[src/rtl/wsum_argmax_acc.sv]
// rtl/wsum_argmax_acc.sv - saturating per-column accumulator with argmax readout over a frame of beats
// Accumulates NUM_STEPS beats of eight column sums, scans one column per cycle for the maximum, then holds the result.
module wsum_argmax_acc #(
  parameter int NUM_STEPS = 4,
  parameter int ACC_W     = 16
) (
  input  logic             clk,
  input  logic             rst,
  input  logic             in_valid,
  output logic             in_ready,
  input  logic [11:0]      w_sum11,
  input  logic [11:0]      w_sum12,
  input  logic [11:0]      w_sum13,
  input  logic [11:0]      w_sum14,
  input  logic [11:0]      w_sum15,
  input  logic [11:0]      w_sum16,
  input  logic [11:0]      w_sum17,
  input  logic [11:0]      w_sum18,
  output logic             out_valid,
  input  logic             out_ready,
  output logic [2:0]       win_idx,
  output logic [ACC_W-1:0] win_val,
  output logic             acc_sat
);

  typedef enum logic [1:0] {ST_ACC, ST_SCAN, ST_OUT} state_t;

  localparam logic [7:0]       LAST_BEAT = 8'(NUM_STEPS - 1);
  localparam logic [ACC_W-1:0] ACC_MAX   = '1;

  state_t           state_q, state_d;
  logic [7:0]       cnt_q, cnt_d;
  logic [2:0]       scan_q, scan_d;
  logic [ACC_W-1:0] acc_q [8];
  logic [ACC_W-1:0] acc_d [8];
  logic             sat_q, sat_d;
  logic [ACC_W-1:0] best_val_q, best_val_d;
  logic [2:0]       best_idx_q, best_idx_d;
  logic [2:0]       win_idx_q, win_idx_d;
  logic [ACC_W-1:0] win_val_q, win_val_d;
  logic             acc_sat_q, acc_sat_d;
  logic             out_valid_q, out_valid_d;

  logic [11:0]      w_in [8];
  logic [ACC_W:0]   sum [8];
  logic             beat;
  logic             take;
  logic [ACC_W-1:0] cand_val;
  logic [2:0]       cand_idx;

  assign w_in[0] = w_sum11;
  assign w_in[1] = w_sum12;
  assign w_in[2] = w_sum13;
  assign w_in[3] = w_sum14;
  assign w_in[4] = w_sum15;
  assign w_in[5] = w_sum16;
  assign w_in[6] = w_sum17;
  assign w_in[7] = w_sum18;

  // in_ready is a pure function of state and rst so out_ready never reaches it.
  assign in_ready  = (state_q == ST_ACC) && !rst;
  assign beat      = in_valid && in_ready;
  assign out_valid = out_valid_q;
  assign win_idx   = win_idx_q;
  assign win_val   = win_val_q;
  assign acc_sat   = acc_sat_q;

  always_comb begin
    for (int i = 0; i < 8; i++) begin
      sum[i] = {1'b0, acc_q[i]} + (ACC_W + 1)'(w_in[i]);
    end
    // Strict compare keeps the lowest index on ties.
    take     = (scan_q == 3'd0) || (acc_q[scan_q] > best_val_q);
    cand_val = take ? acc_q[scan_q] : best_val_q;
    cand_idx = take ? scan_q : best_idx_q;
  end

  always_comb begin
    state_d     = state_q;
    cnt_d       = cnt_q;
    scan_d      = scan_q;
    acc_d       = acc_q;
    sat_d       = sat_q;
    best_val_d  = best_val_q;
    best_idx_d  = best_idx_q;
    win_idx_d   = win_idx_q;
    win_val_d   = win_val_q;
    acc_sat_d   = acc_sat_q;
    out_valid_d = out_valid_q;
    case (state_q)
      ST_ACC: begin
        if (beat) begin
          if (cnt_q == 8'd0) begin
            for (int i = 0; i < 8; i++) begin
              acc_d[i] = ACC_W'(w_in[i]);
            end
            sat_d = 1'b0;
          end else begin
            for (int i = 0; i < 8; i++) begin
              if (sum[i][ACC_W]) begin
                acc_d[i] = ACC_MAX;
                sat_d    = 1'b1;
              end else begin
                acc_d[i] = sum[i][ACC_W-1:0];
              end
            end
          end
          if (cnt_q == LAST_BEAT) begin
            cnt_d   = 8'd0;
            scan_d  = 3'd0;
            state_d = ST_SCAN;
          end else begin
            cnt_d = cnt_q + 8'd1;
          end
        end
      end
      ST_SCAN: begin
        best_val_d = cand_val;
        best_idx_d = cand_idx;
        scan_d     = scan_q + 3'd1;
        if (scan_q == 3'd7) begin
          win_idx_d   = cand_idx;
          win_val_d   = cand_val;
          acc_sat_d   = sat_q;
          out_valid_d = 1'b1;
          scan_d      = 3'd0;
          state_d     = ST_OUT;
        end
      end
      ST_OUT: begin
        if (out_ready) begin
          out_valid_d = 1'b0;
          state_d     = ST_ACC;
        end
      end
      default: state_d = ST_ACC;
    endcase
  end

  always_ff @(posedge clk) begin
    if (rst) begin
      state_q     <= ST_ACC;
      cnt_q       <= 8'd0;
      scan_q      <= 3'd0;
      for (int i = 0; i < 8; i++) begin
        acc_q[i] <= '0;
      end
      sat_q       <= 1'b0;
      best_val_q  <= '0;
      best_idx_q  <= 3'd0;
      win_idx_q   <= 3'd0;
      win_val_q   <= '0;
      acc_sat_q   <= 1'b0;
      out_valid_q <= 1'b0;
    end else begin
      state_q     <= state_d;
      cnt_q       <= cnt_d;
      scan_q      <= scan_d;
      acc_q       <= acc_d;
      sat_q       <= sat_d;
      best_val_q  <= best_val_d;
      best_idx_q  <= best_idx_d;
      win_idx_q   <= win_idx_d;
      win_val_q   <= win_val_d;
      acc_sat_q   <= acc_sat_d;
      out_valid_q <= out_valid_d;
    end
  end

endmodule

[config.mk]
export PLATFORM = sky130hd
export DESIGN_NAME = wsum_argmax_acc
export DESIGN_NICKNAME = d
export VERILOG_FILES = /design/src/rtl/wsum_argmax_acc.sv
export SDC_FILE = /design/constraint.sdc
export NUM_CORES = 1
export LEC_CHECK = 0
export ABC_AREA = 1
export ABC_CLOCK_PERIOD_IN_PS = 5000
export CAP_MARGIN = 15
export CORE_UTILIZATION = 45
export DETAILED_ROUTE_END_ITERATION = 10
export GPL_ROUTABILITY_DRIVEN = 0
export SLEW_MARGIN = 20
export SYNTH_ARGS = -nofsm -noshare
export SYNTH_HDL_FRONTEND = slang
export SYNTH_SLANG_ARGS = --single-unit
[constraint.sdc]
create_clock -name clk -period 5 [get_ports clk]
set_input_delay 1.25 -clock clk [delete_from_list [all_inputs] [get_ports clk]]
set_output_delay 1.25 -clock clk [all_outputs]
set_load 0.01 [all_outputs]
# Word level (Yosys, flattened, before mapping)
# Index checks and enable logic that the tools add are counted.
[word_totals] output_inout_bits=22 reg_bits=182
[classes] n_reduce_logical=16 n_addsub=10 bitwise_logic=1 n_mux=36 n_lt_le_gt_ge=2 n_eq_ne=8
[op_table] op="16-bit 2-to-1 mux" n=11
[op_table] op="16-bit by 12-bit adder with 17-bit output" n=8
[op_table] op="128-bit 2-to-1 mux" n=1
[op_table] op="16-bit binary-select mux with 3-bit select" n=1
[op_table] op="16-bit > comparator" n=1
[op_table] op="3-bit 2-to-1 mux" n=4
[op_table] op="1-bit 2-to-1 mux" n=11
[op_table] op="3-bit AND reduction" n=3
[op_table] op="9-bit nonzero test" n=1
[op_table] op="8-bit by 1-bit adder with 8-bit output, second input constant" n=1
[op_table] op="8-bit by 2-bit equality test with 1-bit output, second input constant" n=1
[op_table] op="8-bit zero test" n=1
[op_table] op="2-bit 2-to-1 mux" n=4
[op_table] op="8-bit 2-to-1 mux" n=1
[op_table] op="2-bit inequality test, second input constant" n=3
[op_table] op="2-bit one-hot mux with 3 select lines" n=1
[op_table] op="3-bit one-hot mux with 2 select lines" n=1
[op_table] op="4-bit greater-or-equal comparator, second input constant" n=1
[op_table] op="3-bit inverter with 4-bit output" n=1
[op_table] op="2-bit AND reduction" n=2
[op_table] op="4-bit AND reduction" n=1
[op_table] op="2-bit nonzero test" n=2
[op_table] op="3-bit by 1-bit adder with 3-bit output, second input constant" n=1
[op_table] op="3-bit equality test, second input constant" n=1
[op_table] op="9 further kinds" n=10

# Longest topological paths before layout
[logic_depth] word_depth=10 ltp_mapped=25 mapped_depth_nobuf=22

# Worst setup path after synthesis
# No wires, ideal clock.
[synth_timing] path_kind="input to register" start="in w_sum17[0]" end="reg acc_q[25] (netlist name)" path_slack_ns=1.963 arrival_time_ns=2.920 setup_ns=0.117 cell_stages=12 required_time_ns=4.883 n_path_buf=1 cell_sequence="ha_1 fa_1 nand2_1 nand2_1 nand3_1 nand2_1 a21oi_2 and2_0 buf_2 inv_1 nor2_1 nor2_1"
[synth_between] elab_chain_cells=3
[synth_rtl] item="from (decl)" line="17" source="input logic [11:0] w_sum17,"
[synth_rtl] item="16-bit by 12-bit adder with 17-bit output" line="70" source="sum[i] = {1'b0, acc_q[i]} + (ACC_W + 1)'(w_in[i]);"
[synth_rtl] item="16-bit 2-to-1 mux" line="100" source="if (sum[i][ACC_W]) begin"
[synth_rtl] item="128-bit 2-to-1 mux" line="93" source="if (cnt_q == 8'd0) begin"
[synth_rtl] item="to (signal, indexed assignment)" line="146" source="acc_q[i] <= '0;"
[synth_rtl] item="to (signal assigned)" line="159" source="acc_q <= acc_d;"
[synth_rtl] item="to (decl)" line="34" source="logic [ACC_W-1:0] acc_q [8];"
# No other way between the ends.
# A chain may end at the register's enable or synchronous reset.

# Worst setup path after layout
[layout_timing] start="reg scan_q[0]" end="reg best_val_q[10]"
[layout_between] elab_chain_cells=7
[layout_rtl] item="from (decl)" line="33" source="logic [2:0] scan_q, scan_d;"
[layout_rtl] item="from (signal assigned)" line="158" source="scan_q <= scan_d;"
[layout_rtl] item="3-bit inverter with 4-bit output (implied by the code)" line="73, 74"
[layout_rtl] item="16-bit binary-select mux with 3-bit select" line="73, 74"
[layout_rtl] item="16-bit 2-to-1 mux (implied by the code) (2 in a row)" line="73, 74"
[layout_rtl] item="16-bit > comparator" line="73" source="take = (scan_q == 3'd0) || (acc_q[scan_q] > best_val_q);"
[layout_rtl] item="1-bit logical OR" line="73"
[layout_rtl] item="16-bit 2-to-1 mux *" line="74" source="cand_val = take ? acc_q[scan_q] : best_val_q;"
[layout_rtl] item="to (signal assigned)" line="161" source="best_val_q <= best_val_d;"
[layout_rtl] item="to (decl)" line="37" source="logic [ACC_W-1:0] best_val_q, best_val_d;"
# Mark *: on every way between the ends. The rest lies on a longest branch, timed or not. The select of a mux whose other input is x is not followed.

==> impl_results.md <==
- Status: finished clean
- Mapped cell area: 0.0154 mm^2
- Synthesized Nets: ~2,800
- CTS tree: built
- Root Buffer Master: clkbuf_16
- Starting Density: 0.458
- Critical path class: reg -> reg
- First-pass GRT wire length: approximately 84 mm
- Clk buf depth: 2
- Max H-tree Level: 4
- Maximum VDD drop: ~0.25 mV
- Nets: ~2,800
- HPWL after detailed placement: around 38 mm
- IO buf count: between 100 and 150
- Worst Path Required: 5.40 ns
- Period Utilization, post-route: 0.779
- Chip width: 187 um
- Core Region: 0.0335 mm^2
- Hold EP: cnt_q[7]
- Final worst setup slack: approximately 1.1 ns
- Clock Latency Late Sink: 0.45 ns
- Setup TNS: 0 ns
- Leakage: between 7 and 8 nW
- Post-CTS setup buffers: 0
- Cell count after synthesis: 2,541
- Cell Int Power: around 2.7 mW
- DRT iter0 DRCs: between 1,000 and 1,500
- Synth Register Bits: ~180
- Fin util: 0.521
- Clk sink count: about 180
- Area Overhead vs Synth: 13.8%
- Max-slew headroom: 0.290
- Antenna cells: 0
- R2R Path Start: scan_q[0]
- Share of cells above drive strength 1: 0.0394
- Pin count of the biggest net entering global routing: between 90 and 100
- Post-CTS sizing: 0
- Clock power frac: 0.329
- Most frequent cells in the layout: nand2_1, inv_1, a21oi_1
- CP arrival: between 4 and 5 ns
- Worst Hold Class: reg -> reg
- Final setup fails: 0
- Post-Route WL: about 52 mm
- Most common cell after layout, fill and taps aside: nand2_1
- GRT overflow: 0
- Sw Share: 0.355
- Full die area: approximately 0.035 mm^2
- Final ANT Viol Nets: 0
- Combinational Power Share: 0.297
- CP Max Fanout: 62
- Max-Cap Viols: 0
- Syn_area_per_cell: around 6.0 um^2
- Post-synthesis cell type count: 42
- Worst slew pin tran: about 1.1 ns
- Sequential Power Share: 0.373
- DIE HEIGHT: between 150 and 200 um
- Syn. warnings: 0
- Initial antenna violation count: 0
- Post-synth ARST share: 0
- Clock Skew: ~0.016 ns
- Fin. max-slew vios: 0
- Cts hold-fix bufs: 0
- Hold Fails Final Rpt: 0
- Setup crit end kind: flop
- R2R cell count: 22
- Row count: 67
- Remaining DRCs: 0
- Critical path launch point type: flop
- I/O pin count: 122
- Fmax: 257 MHz
- Reg2reg end: best_val_q[10]
- Tmin final: 3.89 ns
- DR pass1 iterations: 6
- Total track usage: 0.299
- NetSw: about 1.5 mW
- PwrDens: around 240 mW/mm^2
- CTS buffer count: 17
- Drt wl/cell: between 15 and 20 um
- Clock-pin transition on the worst setup and hold timing paths: approximately 0.07 ns
- Top_reg_cell synth: dfxtp_1
- Vias in the first global route: ~15,000
- Unrepaired setup endpoints after global routing: false
- R2r setup slk: between 1 and 1.5 ns
- Sequential area share after synthesis: 0.237
- Place WS: approximately 1 ns
- Min-delay src: cnt_q[7]
- Worst Hold Path Cells: 1
- Vias per cell: roughly 5.5
- Number of synthesized flops with an enable pin: 0
- Via count: 16,821
[synth_stat cells (2+ instances only)]
| library cell | instances | share of area |
|---|---|---|
| nand3b_1 | 3 | 0.0015 |
| nor3_1 | 9 | 0.0029 |
| and3_1 | 5 | 0.0020 |
| ha_1 | 117 | 0.095 |
| nand2_2 | 3 | 0.0012 |
| o21ai_0 | 210 | 0.068 |
| nor2_2 | 2 | 0.00081 |
| a21o_1 | 9 | 0.0044 |
| or2_2 | 25 | 0.010 |
| o21bai_1 | 12 | 0.0059 |
| fa_1 | 8 | 0.010 |
| inv_1 | 283 | 0.069 |
| xor2_1 | 2 | 0.0011 |
| nand3_1 | 191 | 0.062 |
| or2_1 | 2 | 0.00081 |
| nor3b_1 | 3 | 0.0015 |
| a31o_2 | 2 | 0.0011 |
| o21a_1 | 26 | 0.013 |
| a21oi_1 | 264 | 0.086 |
| inv_2 | 10 | 0.0024 |
| clkbuf_1 | 72 | 0.018 |
| buf_4 | 2 | 0.00098 |
| a31oi_1 | 35 | 0.014 |
| nor2_1 | 230 | 0.056 |
| o22ai_1 | 4 | 0.0016 |
| buf_2 | 22 | 0.0072 |
| xnor2_1 | 19 | 0.011 |
| a21oi_2 | 6 | 0.0034 |
| and2_1 | 12 | 0.0049 |
| buf_1 | 4 | 0.00098 |
| dfxtp_1 | 182 | 0.24 |
| nand2_1 | 700 | 0.17 |
| a41oi_1 | 25 | 0.014 |
| nand4_1 | 13 | 0.0053 |
| nor4_1 | 14 | 0.0057 |
| o211ai_1 | 9 | 0.0044 |
[area by class of cell]
class / instances / area (um^2)
clock buffers: 20 / 457
clock inverters: 11 / 124
fillers: 3487 / 16100
inverters: 293 / 1100
multi-input cells: 1966 / 10200
flip-flops and latches: 182 / 3640
well taps: 448 / 561
repair buffers: 139 / 1370
[logic make-up after synthesis]
family / Yosys count / synth area share
AOI/OAI and AO/OA: 604 / 0.218
adders and majority gates: 125 / 0.106
DFF: 182 / 0.237
buffers and inverters: 393 / 0.0983
and+or+nand+nor: 1216 / 0.329
xor gates and xnor gates: 21 / 0.0120
[stage by stage]
stage | power (mW) | instances | hold slack (ns) | cell area, um^2
2_1_floorplan | 2.47 | 2541 | 0.428 | 15400
6_report | 4.26 | 3059 | 0.457 | 17500
3_3_place_gp | 2.85 | 3028 | 0.444 | 16900
5_1_grt | 4.50 | 3059 | 0.498 | 17500
4_1_cts | 4.26 | 3059 | 0.460 | 17500
3_5_place_dp | 2.87 | 3028 | 0.453 | 16900
[power groups by stage]
| stage | Clock [mW] | Combinational (mW) | Sequential, mW |
|---|---|---|---|
| 2_1_floorplan | 0 | 0.876 | 1.59 |
| 3_3_place_gp | 0 | 1.23 | 1.62 |
| 3_5_place_dp | 0 | 1.24 | 1.62 |
| 4_1_cts | 1.42 | 1.25 | 1.59 |
| 5_1_grt | 1.48 | 1.42 | 1.60 |
| 6_report | 1.40 | 1.27 | 1.59 |
[worst max-delay path, cell delays in order, from the launching register on]
cell and delay (ns):
dfxtp_2 0.33, buf_4 0.54, o21ai_0 0.23, o22ai_1 0.27, inv_1 0.07, o21ai_0 0.55
inv_1 0.10, ha_1 0.21, inv_1 0.05, nand2_1 0.04, nand2_1 0.07, nand2_1 0.05
nand2_1 0.06, nand2_1 0.05, nand2_1 0.07, nand2_1 0.05, nand2_1 0.08, nand2_1 0.06
nand2_1 0.51, nand2_1 0.19, nand3_1 0.11, nand2_1 0.06, inv_1 0.05
[flip-flops by register name (all words and copies together), names as in the netlist]
| name | flops |
|---|---|
| acc_q | 128 |
| acc_sat | 1 |
| best_idx_q | 3 |
| best_val_q | 16 |
| cnt_q | 8 |
| out_valid | 1 |
| sat_q | 1 |
| scan_q | 3 |
| state_q | 2 |
| win_idx | 3 |
| win_val | 16 |
[worst max-delay path by stage]
stage / end / start
floorplan: acc_q[25] / w_sum17[0]
global placement: acc_q[106] / w_sum12[0]
detailed placement: acc_q[107] / w_sum12[0]
CTS: best_val_q[10] / scan_q[0]
global route: win_val[14] / scan_q[0]
finish: best_val_q[10] / scan_q[0]
[per-layer routing]
metal  routed length [um]  track usage  vias up
met3                 2680       0.0273       70
met2                23700        0.487      473
met5                    0            0        -
li1                     -            -     8533
met4                 1250       0.0927        0
met1                24800        0.416     7745
No activity file was read; power rests on OpenSTA's default activity.
